**config.mk**
```make
export PLATFORM = sky130hd
export DESIGN_NAME = counter_src_arbiter
export DESIGN_NICKNAME = d
export VERILOG_FILES = /design/src/rtl/counter_src_arbiter.sv
export SDC_FILE = /design/constraint.sdc
export NUM_CORES = 1
export LEC_CHECK = 0
export ABC_AREA = 1
export CAP_MARGIN = 10
export CORE_MARGIN = 5
export CORE_UTILIZATION = 25
export CTS_CLUSTER_SIZE = 8
export DETAILED_ROUTE_END_ITERATION = 10
export PLACE_DENSITY = 0.65
export RECOVER_POWER = 25
export SLEW_MARGIN = 5
export SYNTH_ARGS = -nofsm -noshare
export SYNTH_HDL_FRONTEND = slang
export SYNTH_SLANG_ARGS = --single-unit
```
**constraint.sdc**
```tcl
create_clock -name clk -period 3.15 [get_ports clk]
set_input_delay 0.4725 -clock clk [delete_from_list [all_inputs] [get_ports clk]]
set_output_delay 0.4725 -clock clk [all_outputs]
set_load 0.03 [all_outputs]
```
**src/rtl/counter_src_arbiter.sv**
```systemverilog
// counter_src_arbiter
//   Shares one pixel-classification Counter among N_SRC pixel streams.
//   One source at a time is granted the Counter for a whole image of
//   IMG_SIZE pixels. Arbitration is round-robin at image granularity. After
//   the last pixel the block waits for the Counter's img_valid, then pulses
//   res_valid with the owning source in res_src.
//
//   Optional feature: define ARB_SRCTAG_EN to overwrite the top
//   $clog2(N_SRC) bits of cnt_pixel_tag with the granted source index.
//
// Ports
//   clk, rst          clock, synchronous active-high reset
//   src_valid/ready   per-source pixel handshake
//   src_data          source i RGB at [i*3*IMG_BIT +: 3*IMG_BIT]
//   src_tag           source i tag at [i*TAG_BIT +: TAG_BIT]
//   cnt_pixel_*       pixel stream toward the Counter
//   cnt_img_valid     Counter result strobe
//   grant_src         currently (or most recently) granted source
//   busy              state != IDLE
//   res_valid/res_src one-cycle result pulse and its source
//   err_spurious      sticky: cnt_img_valid seen outside WAIT_RES
//
// state    | meaning
// IDLE     | no grant; pick the next requester round-robin
// STREAM   | granted source passes pixels straight through to the Counter
// WAIT_RES | image fully sent; waiting for Counter img_valid
module counter_src_arbiter #(
  parameter int N_SRC    = 4,
  parameter int IMG_SIZE = 64,
  parameter int IMG_BIT  = 8,
  parameter int TAG_BIT  = 8
) (
  input  logic                         clk,
  input  logic                         rst,
  input  logic [N_SRC-1:0]             src_valid,
  output logic [N_SRC-1:0]             src_ready,
  input  logic [N_SRC*3*IMG_BIT-1:0]   src_data,
  input  logic [N_SRC*TAG_BIT-1:0]     src_tag,
  output logic                         cnt_pixel_valid,
  input  logic                         cnt_pixel_ready,
  output logic [3*IMG_BIT-1:0]         cnt_pixel_data,
  output logic [TAG_BIT-1:0]           cnt_pixel_tag,
  input  logic                         cnt_img_valid,
  output logic [$clog2(N_SRC)-1:0]     grant_src,
  output logic                         busy,
  output logic                         res_valid,
  output logic [$clog2(N_SRC)-1:0]     res_src,
  output logic                         err_spurious
);

  localparam int SRC_W = $clog2(N_SRC);
  localparam int PIX_W = 3 * IMG_BIT;
  localparam int CNT_W = (IMG_SIZE > 1) ? $clog2(IMG_SIZE) : 1;

  typedef enum logic [1:0] {IDLE, STREAM, WAIT_RES} state_t;

  state_t             state_q, state_d;
  logic [SRC_W-1:0]   grant_q, grant_d;
  logic [SRC_W-1:0]   last_q, last_d;
  logic [CNT_W-1:0]   count_q, count_d;
  logic               res_valid_q, res_valid_d;
  logic [SRC_W-1:0]   res_src_q, res_src_d;
  logic               err_q, err_d;

  logic               sel_valid;
  logic [PIX_W-1:0]   sel_data;
  logic [TAG_BIT-1:0] sel_tag;
  logic [TAG_BIT-1:0] tag_out;
  logic [SRC_W-1:0]   pick;
  logic [SRC_W-1:0]   idx;

  // Mux of the granted source.
  always_comb begin
    sel_valid = 1'b0;
    sel_data  = '0;
    sel_tag   = '0;
    for (int i = 0; i < N_SRC; i++) begin
      if (grant_q == SRC_W'(i)) begin
        sel_valid = src_valid[i];
        sel_data  = src_data[i*PIX_W +: PIX_W];
        sel_tag   = src_tag[i*TAG_BIT +: TAG_BIT];
      end
    end
  end

`ifdef ARB_SRCTAG_EN
  always_comb begin
    tag_out = sel_tag;
    tag_out[TAG_BIT-1 -: SRC_W] = grant_q;
  end
`else
  assign tag_out = sel_tag;
`endif

  // Round-robin pick: scan last+1, last+2, ... The scan runs from the
  // farthest offset down so the nearest requester is the final writer.
  always_comb begin
    pick = last_q;
    idx  = '0;
    for (int k = N_SRC; k >= 1; k--) begin
      idx = SRC_W'((int'(last_q) + k) % N_SRC);
      if (src_valid[idx]) pick = idx;
    end
  end

  always_comb begin
    state_d         = state_q;
    grant_d         = grant_q;
    last_d          = last_q;
    count_d         = count_q;
    res_valid_d     = 1'b0;
    res_src_d       = res_src_q;
    err_d           = err_q | (cnt_img_valid && (state_q != WAIT_RES));
    src_ready       = '0;
    cnt_pixel_valid = 1'b0;
    cnt_pixel_data  = '0;
    cnt_pixel_tag   = '0;
    case (state_q)
      IDLE: begin
        if (|src_valid) begin
          grant_d = pick;
          state_d = STREAM;
        end
      end
      STREAM: begin
        cnt_pixel_valid    = sel_valid;
        src_ready[grant_q] = cnt_pixel_ready;
        cnt_pixel_data     = sel_data;
        cnt_pixel_tag      = tag_out;
        if (sel_valid && cnt_pixel_ready) begin
          if (count_q == CNT_W'(IMG_SIZE - 1)) begin
            count_d = '0;
            state_d = WAIT_RES;
          end else begin
            count_d = count_q + 1'b1;
          end
        end
      end
      WAIT_RES: begin
        if (cnt_img_valid) begin
          res_valid_d = 1'b1;
          res_src_d   = grant_q;
          last_d      = grant_q;
          state_d     = IDLE;
        end
      end
      default: state_d = IDLE;
    endcase
  end

  always_ff @(posedge clk) begin
    if (rst) begin
      state_q     <= IDLE;
      grant_q     <= '0;
      last_q      <= SRC_W'(N_SRC - 1);
      count_q     <= '0;
      res_valid_q <= 1'b0;
      res_src_q   <= '0;
      err_q       <= 1'b0;
    end else begin
      state_q     <= state_d;
      grant_q     <= grant_d;
      last_q      <= last_d;
      count_q     <= count_d;
      res_valid_q <= res_valid_d;
      res_src_q   <= res_src_d;
      err_q       <= err_d;
    end
  end

  assign grant_src    = grant_q;
  assign busy         = (state_q != IDLE);
  assign res_valid    = res_valid_q;
  assign res_src      = res_src_q;
  assign err_spurious = err_q;

endmodule

```
==> impl_metrics.csv, run 1 <==
group,metric,value,unit
run_status,outcome,"finished clean",
cts,cts.htree.levels,1,
cts,post-cts-setup-buffers,0,
sta,drv_slew,0,
critical_path,critical_path.max_stage_delay,0.61,ns
cts,cts_buffers,3,
synth,synth_top_area_share,18.54,%
synth,synth_flop_cell,"dfxtp_1",
die,ioPinCount,180,
synth,syn-cell-area,1964,um^2
cts,clk_pin_slew,0.06,ns
cts,cts.sinks,16,
sta,max_clock_freq,356.4,MHz
synth,yosysWarnings,0,
critical_path,crit_required,2.68,ns
critical_path,cp_top_family,"buffers and inverters",
die,dieHeight,98.64,um
power_and_ir_drop,power.density,267.4,nW/um^2
synth,ys_top_cells_by_area,"nand2_1, dfxtp_1, nand3_1",
sta,tns,0,ns
sta,holdWs,0.4636,ns
cts,ctsHoldBuffers,0,
synth,synthArstFlopShare,0,%
finish,utilization,50.05,%
route,route.detailed.drc,0,
cts,cts_root_buf,"clkbuf_8",
sta,final.min_clock_period,2.806,ns
worst_hold_path,hp-class,"register to register",
grt,antenna_found_initial,0,
grt,grt.met1_usage,21.81,%
finish,synthToLayoutAreaGrowth,95.86,%
job,cap_viol_max_count,0,
place,gp_congestion,0.8638,
sta,final-hold-violation-count,0,
synth,netlist_instances,353,
synth,ys_types,31,
route,drt_first_iter_violations,107,
grt,overflow,0,
grt,grt_pass1_vias,2939,
synth,synth_common_cells,"nand2_1, inv_1, nand3_1, o21ai_0",
sta,worst_pin_slew,0.5476,ns
critical_path,timing.critical_path.cells,"buf_4, inv_2, nor2_1, a21oi_1, o21ai_1, a21oi_1, clkdlybuf4s50_1",
synth,synth_seq_cells,16,
route,wl_per_cell,15.00,um
grt,busiest_layer,"met2",
cts,cts_tree,"yes",
synth,syn-num-nets,490,
finish,layout-drive-gt1-share,9.751,%
critical_path,end_kind,"output port",
finish,multi_input_area,1350,um^2
critical_path,crit_fanout,13,
power_and_ir_drop,finalPower,1.029,mW
synth,synth-edff-count,0,
power_and_ir_drop,ir_worst_vdd,0.1355,mV
grt,grt_use_met3,5.237,%
die,initial_utilization,25.55,%
place,placed_cell_area,3792,um^2
die,die_x,98.64,um
grt,grt_use_met2,31.72,%
route,vias,2962,
critical_path,worst_path_max_delay_cell,"clkdlybuf4s50_1",
critical_path,crit_buf_inv,3,
cts,clock_latency,0.25,ns
sta,slew_headroom,63.36,%
route,wl,9372,um
synth,ys_seq_area_share,16.31,%
finish,nFillCells,781,
cts,cts_resized,0,
die,core,7687,um^2
grt,track_usage,18.22,%
route,vias_per_cell,4.739,
grt,grt_first_pass_wirelength,14580,um
finish,final_nets,661,
finish,postLayoutCellArea,3847,um^2
die,std_cell_rows,32,
die,die_area,9730,um^2
route,firstDrtPassIters,4,
synth,synth_top_area_cell,"nand2_1",
power_and_ir_drop,p_leak,1.724,nW
critical_path,critPathMostFrequentCell,"a21oi_1",
synth,yosysMostFrequentCell,"nand2_1",
sta,period_share,89.07,%
finish,antenna_cells,0,
critical_path,cp.arrival,2.33,ns
critical_path,critPathLaunchType,"register",
sta,rsz0062_at_grt,"no",
place,port_buffers,179,
cts,clk_path_buf_depth,2,
sta,setup-violations-final,0,
synth,syn_avg_cell_area,5.565,um^2
route,ant_nets,0,
finish,regArea,320.3,um^2
sta,fin_skew,0.0005930,ns
place,dp_hpwl,7583,um
critical_path,crit_type,"register to output port",
grt,grt_start_max_net_pins,29,
-- per-layer routing --
layer	up-vias	share of wire [%]
li1	1523	-
met1	1288	41
met2	135	48
met3	16	8.2
met4	0	2.5
met5	-	0
-- cell type report --
type                            instances  share of cell area [%]
Clock buffer                            4                   1.431
Inverter                               50                   4.943
Multi-Input combinational cell        267                   35.09
Sequential cell                        16                   8.325
Tap cell                              102                   3.317
Timing Repair Buffer                  186                   46.89
-- report_power, final --
| part | switching, mW | internal [mW] | total (mW) |
|---|---|---|---|
| combinational | 0.327 | 0.309 | 0.636 |
| clock | 0.0696 | 0.111 | 0.180 |
| sequential | 0.00407 | 0.208 | 0.212 |
-- state kept, by name, summed over array words and instances (netlist names) --
register	count
count_q	6
grant_src	2
last_q	2
res_src	2
state_q	2
err_spurious	1
res_valid	1
-- worst reg2reg max path, stage by stage, from the launching register on --
cell	delay [ns]
dfxtp_1	0.35
buf_4	0.23
inv_4	0.14
nor2_8	0.28
nand2_2	0.08
nand3_2	0.12
nand2_1	0.07
nor2_2	0.15
nand2_1	0.11
nand2_1	0.12
nor2_1	0.06
-- metrics by stage --
step | setup WS, ns | std cells
after floorplan | 0.7809 | 353
after global placement | 0.4496 | 621
after detailed placement | 0.4220 | 621
after CTS | 0.2813 | 625
after global routing | 0.1574 | 625
final | 0.3444 | 625
-- worst paths after layout --
check / startpoint / end / slack, ns / cells after the start
max reg2reg: grant_src[0]$_SDFFE_PP0P_ / count_q[0]$_SDFFE_PP0P_ / 1.33 / 10
min reg2reg: err_spurious$_SDFF_PP0_ / err_spurious$_SDFF_PP0_ / 0.46 / 2
max: grant_src[1]$_SDFFE_PP0P_ / cnt_pixel_data[10] / 0.34 / 7
min: err_spurious$_SDFF_PP0_ / err_spurious$_SDFF_PP0_ / 0.46 / 2
-- layout by cell type (no fill, tap or decap), types with 2 or more instances in the layout --
| cell type | instances |
|---|---|
| or2_2 | 2 |
| inv_2 | 7 |
| a211oi_1 | 2 |
| clkdlybuf4s50_1 | 151 |
| nor3_1 | 8 |
| a21oi_1 | 22 |
| dlygate4sd3_1 | 7 |
| clkbuf_8 | 4 |
| nor2_2 | 2 |
| o21ai_1 | 11 |
| nand4_1 | 2 |
| buf_4 | 27 |
| o221ai_1 | 9 |
| o22ai_1 | 3 |
| nand3_1 | 32 |
| nand2_1 | 97 |
| o211ai_1 | 20 |
| nor2_1 | 22 |
| dfxtp_1 | 16 |
| inv_1 | 42 |
| o21ai_0 | 26 |
-- cell families after synthesis --
logic type | count (synthesis) | share of synthesized area (%)
fa+ha+maj | 1 | 0.6368
compound gates | 93 | 28.41
simple gates | 172 | 39.24
buf+inv | 70 | 14.97
flops | 16 | 16.31
xor+xnor | 1 | 0.4459
Note: power is estimated with default switching activity, not from simulation.
==> run 2: changes to the inputs <==
GPL_TIMING_DRIVEN = 1   (was not set)
==> results of run 2 <==
Final layout, timing and power as in run 1 (identical DEF).
